File: src/rtl/uart_tx_serializer.sv
// UART transmit serializer: start bit, LSB-first data, optional parity, one stop bit.
// Each bit is held for Prescale clock cycles, captured when the word is accepted.
module uart_tx_serializer #(
  parameter int width = 8
) (
  input  logic             CLK,
  input  logic             Reset,
  input  logic [width-1:0] P_DATA,
  input  logic             Data_Valid,
  input  logic             PAR_EN,
  input  logic             PAR_TYP,
  input  logic [4:0]       Prescale,
  output logic             TX_OUT,
  output logic             busy
);

  localparam int IDX_W = (width > 1) ? $clog2(width) : 1;
  localparam logic [IDX_W-1:0] LAST_IDX = IDX_W'(width - 1);

  typedef enum logic [2:0] {IDLE, START, DATA, PARITY, STOP} state_t;

  state_t           state;
  logic [4:0]       edge_cnt;
  logic [4:0]       prescale_r;
  logic [IDX_W-1:0] bit_idx;
  logic [width-1:0] shift_reg;
  logic [width-1:0] shift_nxt;
  logic             par_en_r;
  logic             par_bit;
  logic             bit_done;

  assign bit_done  = (edge_cnt == prescale_r);
  assign shift_nxt = shift_reg >> 1;

  // The line level for the next bit is loaded on the edge that ends the current one.
  always_ff @(posedge CLK or negedge Reset) begin
    if (!Reset) begin
      state      <= IDLE;
      TX_OUT     <= 1'b1;
      busy       <= 1'b0;
      edge_cnt   <= 5'd0;
      prescale_r <= 5'd0;
      bit_idx    <= '0;
      shift_reg  <= '0;
      par_en_r   <= 1'b0;
      par_bit    <= 1'b0;
    end else begin
      case (state)
        IDLE: begin
          if (Data_Valid) begin
            shift_reg  <= P_DATA;
            par_en_r   <= PAR_EN;
            par_bit    <= (^P_DATA) ^ PAR_TYP;
            prescale_r <= (Prescale == 5'd0) ? 5'd1 : Prescale;
            edge_cnt   <= 5'd1;
            bit_idx    <= '0;
            state      <= START;
            TX_OUT     <= 1'b0;
            busy       <= 1'b1;
          end
        end
        START: begin
          if (bit_done) begin
            state    <= DATA;
            TX_OUT   <= shift_reg[0];
            edge_cnt <= 5'd1;
            bit_idx  <= '0;
          end else begin
            edge_cnt <= edge_cnt + 5'd1;
          end
        end
        DATA: begin
          if (bit_done) begin
            edge_cnt <= 5'd1;
            if (bit_idx == LAST_IDX) begin
              if (par_en_r) begin
                state  <= PARITY;
                TX_OUT <= par_bit;
              end else begin
                state  <= STOP;
                TX_OUT <= 1'b1;
              end
            end else begin
              bit_idx   <= bit_idx + IDX_W'(1);
              shift_reg <= shift_nxt;
              TX_OUT    <= shift_nxt[0];
            end
          end else begin
            edge_cnt <= edge_cnt + 5'd1;
          end
        end
        PARITY: begin
          if (bit_done) begin
            state    <= STOP;
            TX_OUT   <= 1'b1;
            edge_cnt <= 5'd1;
          end else begin
            edge_cnt <= edge_cnt + 5'd1;
          end
        end
        STOP: begin
          if (bit_done) begin
            state    <= IDLE;
            TX_OUT   <= 1'b1;
            busy     <= 1'b0;
            edge_cnt <= 5'd0;
            bit_idx  <= '0;
          end else begin
            edge_cnt <= edge_cnt + 5'd1;
          end
        end
        default: begin
          state    <= IDLE;
          TX_OUT   <= 1'b1;
          busy     <= 1'b0;
          edge_cnt <= 5'd0;
          bit_idx  <= '0;
        end
      endcase
    end
  end

endmodule

File: config.mk
export PLATFORM = sky130hd
export DESIGN_NAME = uart_tx_serializer
export DESIGN_NICKNAME = d
export VERILOG_FILES = /design/src/rtl/uart_tx_serializer.sv
export SDC_FILE = /design/constraint.sdc
export NUM_CORES = 1
export LEC_CHECK = 0
export ABC_AREA = 1
export CELL_PAD_IN_SITES_DETAIL_PLACEMENT = 0
export CELL_PAD_IN_SITES_GLOBAL_PLACEMENT = 1
export CORE_ASPECT_RATIO = 0.7
export CORE_MARGIN = 4
export CORE_UTILIZATION = 43
export CTS_CLUSTER_DIAMETER = 80
export DETAILED_ROUTE_END_ITERATION = 10
export GPL_ROUTABILITY_DRIVEN = 0
export PLACE_DENSITY = 0.85
export SKIP_CTS_REPAIR_TIMING = 1
export SYNTH_ARGS = -nofsm -noshare
export SYNTH_HDL_FRONTEND = slang
export SYNTH_SLANG_ARGS = --single-unit
File: constraint.sdc
create_clock -name CLK -period 3.1 [get_ports CLK]
set_clock_uncertainty 0.1 [all_clocks]
set_input_delay 0.31 -clock CLK [delete_from_list [all_inputs] [get_ports CLK]]
set_output_delay 0.31 -clock CLK [all_outputs]
set_load 0.1 [all_outputs]
# Yosys cells after proc, flatten, opt, wreduce, memory -nomap -nowiden
# Cells that the tools add are included.
[totals] input_bits=18 elab_cells=73 register_bits=28 output_inout_bits=2
[op_classes] n_bitwise=3 n_addsub=2 n_mux=31 n_eq_ne=15 reduce_logical=13
[ops] op="$mux 3" n=10
[ops] op="$mux 8" n=3
[ops] op="$mux 5" n=4
[ops] op="$pmux 8 s2" n=1
[ops] op="$pmux 3 s5" n=1
[ops] op="$pmux 5 s3" n=1
[ops] op="$ne 2x2->1 const B" n=7
[ops] op="$pmux 3 s4" n=1
[ops] op="$mux 1" n=8
[ops] op="$reduce_and 4->1" n=2
[ops] op="$reduce_xor 8->1" n=1
[ops] op="$eq 3x2->1 const B" n=2
[ops] op="$eq 3x3->1 const B" n=2
[ops] op="$reduce_and 6->1" n=1
[ops] op="$add 5x1->5 const B" n=1
[ops] op="$eq 5x5->1" n=1
[ops] op="$logic_not 5->1" n=1
[ops] op="$reduce_and 5->1" n=1
[ops] op="$ne 2x1->1 const B" n=2
[ops] op="$pmux 1 s4" n=1
[ops] op="$reduce_or 2->1" n=2
[ops] op="$add 3x1->3 const B" n=1
[ops] op="$eq 3x1->1 const B" n=1
[ops] op="$logic_not 3->1" n=1
[ops] op="7 further kinds" n=8

# Logic depth before layout (Yosys ltp)
[logic_depth] word_depth=4 ltp_mapped=11 mapped_depth_nobuf=11

# Worst setup path before layout
# Ideal clock, no wire load.
[synth_timing] path_type="register to register" startpoint="register bit_idx[0]" endpoint="register shift_reg[7]" stages_incl_launch_ff=9 path_buffers=0 path_slack_ns=1.607 t_arrival_ns=1.272 cell_sequence="dfrtp_1 > ha_1 > ha_1 > inv_1 > nor2_2 > a21oi_4 > nand2_4 > nand2_1 > o21ai_1"
[synth_between] elab_chain_cells=3
[synth_rtl] element="start: declaration" line="25" text="logic [IDX_W-1:0] bit_idx;"
[synth_rtl] element="start signal: assignment" line="84" text="bit_idx <= bit_idx + IDX_W'(1);"
[synth_rtl] element="$eq 3x3->1" line="75" text="if (bit_idx == LAST_IDX) begin"
[synth_rtl] element="$ne 2x2->1 (no line)"
[synth_rtl] element="$reduce_and 4->1 (no line)"
[synth_rtl] element="end signal: assignment" line="85" text="shift_reg <= shift_nxt;"
[synth_rtl] element="end: declaration" line="26" text="logic [width-1:0] shift_reg;"
# Every way passes these cells.
# A chain may end at the register's enable or synchronous reset.

# Final worst setup path
[layout_timing] startpoint="register state[1]" endpoint="register par_bit"
[layout_between] elab_chain_cells=2
[layout_rtl] element="start: declaration" line="22" text="state_t state;"
[layout_rtl] element="start signal: assignment" line="38" text="state <= IDLE;"
[layout_rtl] element="start signal: assignment" line="57" text="state <= START;"
[layout_rtl] element="start signal: assignment" line="64" text="state <= DATA;"
[layout_rtl] element="$logic_not 3->1" line="48" text="case (state)"
[layout_rtl] element="$reduce_and 2->1 (no line)"
[layout_rtl] element="end signal: assignment" line="53" text="par_bit <= (^P_DATA) ^ PAR_TYP;"
[layout_rtl] element="end: declaration" line="29" text="logic par_bit;"
# Every way passes these cells.

==> impl_metrics.env <==
export IMPL_status="finished clean"
export IMPL_synth_nets=247
export IMPL_synth_cell_area_um2=1690
export IMPL_initial_core_util_pct=46.4
export IMPL_num_rows=18
export IMPL_drive_above_1_share_pct=12.9
export IMPL_drv_slew=0
export IMPL_max_slew_worst_pin_slew_ns=0.661
export IMPL_power_total_mw=1.88
export IMPL_antenna_left=0
export IMPL_yosysSeqAreaShare_pct=41.5
export IMPL_synth_top_cell_area_share_pct=39.9
export IMPL_core_area_um2=3650
export IMPL_nets=270
export IMPL_wl_per_cell_um=11.4
export IMPL_crit_arrival_ns=2.05
export IMPL_criticalPathCategory="register to register"
export IMPL_post_dp_cell_area_um2=1940
export IMPL_syn_avg_cell_area_um2=7.49
export IMPL_dp_slack_ns=1.14
export IMPL_fmax_mhz=508
export IMPL_cp_max_fo=12
export IMPL_grt_pass1_vias=1232
export IMPL_root_buffer="clkbuf_8"
export IMPL_seqPwrFrac_pct=34.1
export IMPL_setup_violations=0
export IMPL_grt_max_degree=29
export IMPL_clockBufferDepth=2
export IMPL_rr_startpoint="state[1]"
export IMPL_p_per_area_nw_per_um2=950
export IMPL_layout_setup_ws_ns=1.13
export IMPL_grt_usage_pct=14.9
export IMPL_comb_power_share_pct=54.6
export IMPL_final_hold_viol_count=0
export IMPL_via_per_inst=4.58
export IMPL_switchingPower_mw=0.918
export IMPL_clockPowerShare_pct=11.3
export IMPL_via_count=1366
export IMPL_r2r_end="par_bit"
export IMPL_rrSetupSlack_ns=1.13
export IMPL_maxCapViolations=0
export IMPL_wl_um=3400
export IMPL_io_buffers=19
export IMPL_dieWidth_um=83.0
export IMPL_yosys_register_bits=28
export IMPL_largest_reg_flops=8
export IMPL_gr_total_overflow=0
export IMPL_design_area_um2=1980
export IMPL_layout_min_cycle_time_ns=1.97
export IMPL_fin_tns_setup_ns=0
export IMPL_clock_latency_ns=0.28
export IMPL_grt_first_pass_wirelength_um=5920
export IMPL_utilization_pct=54.3
export IMPL_cts_tree="yes"
export IMPL_firstDrtPassIters=4
export IMPL_ys_warn_count=0
export IMPL_rsz0062_at_grt="no"
export IMPL_drtIter0Drc=56
export IMPL_swShare_pct=48.8
export IMPL_p_int_mw=0.963
export IMPL_cts_made_buffers=3
export IMPL_crit_end="par_bit"
export IMPL_syn2layout_area_growth_pct=17.0
export IMPL_min_path_type="input port to async pin"
export IMPL_synthCells=226
export IMPL_crit_start="state[1]"
export IMPL_slew_headroom_pct=55.8
export IMPL_instances_no_fill=298
export IMPL_dp_hpwl_um=2530
export IMPL_end_kind="register"
export IMPL_peakVddDrop_mv=0.397
export IMPL_cts_max_level=1
export IMPL_r2r_cells=8
export IMPL_power_leakage_nw=1.00
export IMPL_fp_dieH_um=60.5
export IMPL_antenna_found_initial=0
export IMPL_fin_crit_sh_pct=63.5
export IMPL_synth_area_leader_cell="dfrtp_1"
export IMPL_drc_errors=0
export IMPL_hold_ws_ns=0.303
export IMPL_dieArea_um2=5020
export IMPL_synthDistinctLibCells=31
export IMPL_cp_start_kind="register"
export IMPL_clkSinkCount=28
export IMPL_clk_pin_slew_ns=0.10
export IMPL_diodes=0
export IMPL_io_pins=20
export IMPL_synth_area_leaders="dfrtp_1 (40%), nand2_1 (19%), nand3_1 (5.0%)"
export IMPL_crit_required_ns=3.18
export IMPL_place_inst=294
## metal layers
layer | wire length (um) | GRT usage (%) | vias to the layer above
met2 | 1280 | 21.8 | 29
met1 | 1950 | 22.6 | 583
met3 | 175 | 2.85 | 0
li1 | - | - | 754
met5 | 0 | 0 | -
met4 | 0 | 4.20 | 0
## power by group through the flow
stage                     combinational, mW  clock [mW]  sequential [mW]
after detailed placement               1.04           0            0.647
after global placement                 1.03           0            0.647
after floorplan                       0.760           0            0.705
final                                  1.03       0.212            0.641
after global routing                   1.18       0.234            0.664
after CTS                              1.04       0.217            0.641
## cells in the mapped netlist (all sizes together)
library cell / instances
nand3b: 1
nand4: 2
and2: 1
a21oi: 5
buf: 2
nor3: 1
nand2: 94
nor3b: 1
xnor2: 5
dfrtp: 27
dfstp: 1
nand3: 18
inv: 27
a21boi: 1
nor2: 20
xor2: 3
or2: 1
o21ai: 12
o41ai: 1
ha: 3
## worst max-delay path: stages, from the launching register on
cell     delay (ns)
dfrtp_1        0.42
inv_1          0.12
nand2_1        0.09
nor2_2         0.19
inv_2          0.09
nor2_1         0.52
inv_1          0.18
nand2_1        0.10
nand2_1        0.05
## layout make-up
type                       instances  area, um2
fill                             359       1670
multi-input combinational        169        872
sequential                        28        702
timing repair buffer              20        193
inverter                          27        106
tap                               50       62.6
clock buffer                       4       45.0
## worst min path at each step
stage / end / from
final: shift_reg[4] / Reset
after global routing: shift_reg[3] / Reset
after CTS: shift_reg[4] / Reset
after detailed placement: shift_reg[3] / shift_reg[3]
after global placement: shift_reg[4] / shift_reg[4]
after floorplan: bit_idx[0] / Reset
## placed cells by master, fill, tap and decap left out
| cell type | count |
|---|---|
| a21boi_1 | 1 |
| a21oi_1 | 4 |
| a21oi_4 | 1 |
| and2_4 | 1 |
| buf_4 | 3 |
| clkbuf_1 | 1 |
| clkbuf_8 | 3 |
| clkdlybuf4s50_1 | 17 |
| dfrtp_1 | 27 |
| dfstp_2 | 1 |
| ha_1 | 3 |
| inv_1 | 20 |
| inv_2 | 5 |
| inv_4 | 2 |
| nand2_1 | 86 |
| nand2_2 | 5 |
| nand2_4 | 3 |
| nand3_1 | 17 |
| nand3_4 | 1 |
| nand3b_1 | 1 |
| nand4_1 | 2 |
| nor2_1 | 14 |
| nor2_2 | 3 |
| nor2_4 | 2 |
| nor2_8 | 1 |
| nor3_1 | 1 |
| nor3b_1 | 1 |
| o21ai_0 | 11 |
| o21ai_1 | 1 |
| o41ai_1 | 1 |
| or2_2 | 1 |
| xnor2_1 | 5 |
| xor2_1 | 3 |
## cell families (layout without fill, tap and decap cells)
logic type      count (synthesis)  in the layout  share of synthesized area, %
compound gates                 19             19                          6.65
xor+xnor                        8              8                          4.14
simple gates                  139            139                          38.5
fa+ha+maj                       3              3                          2.22
buf+inv                        29             51                          7.02
flops                          28             28                          41.5
(Power assumes the default switching activity.)
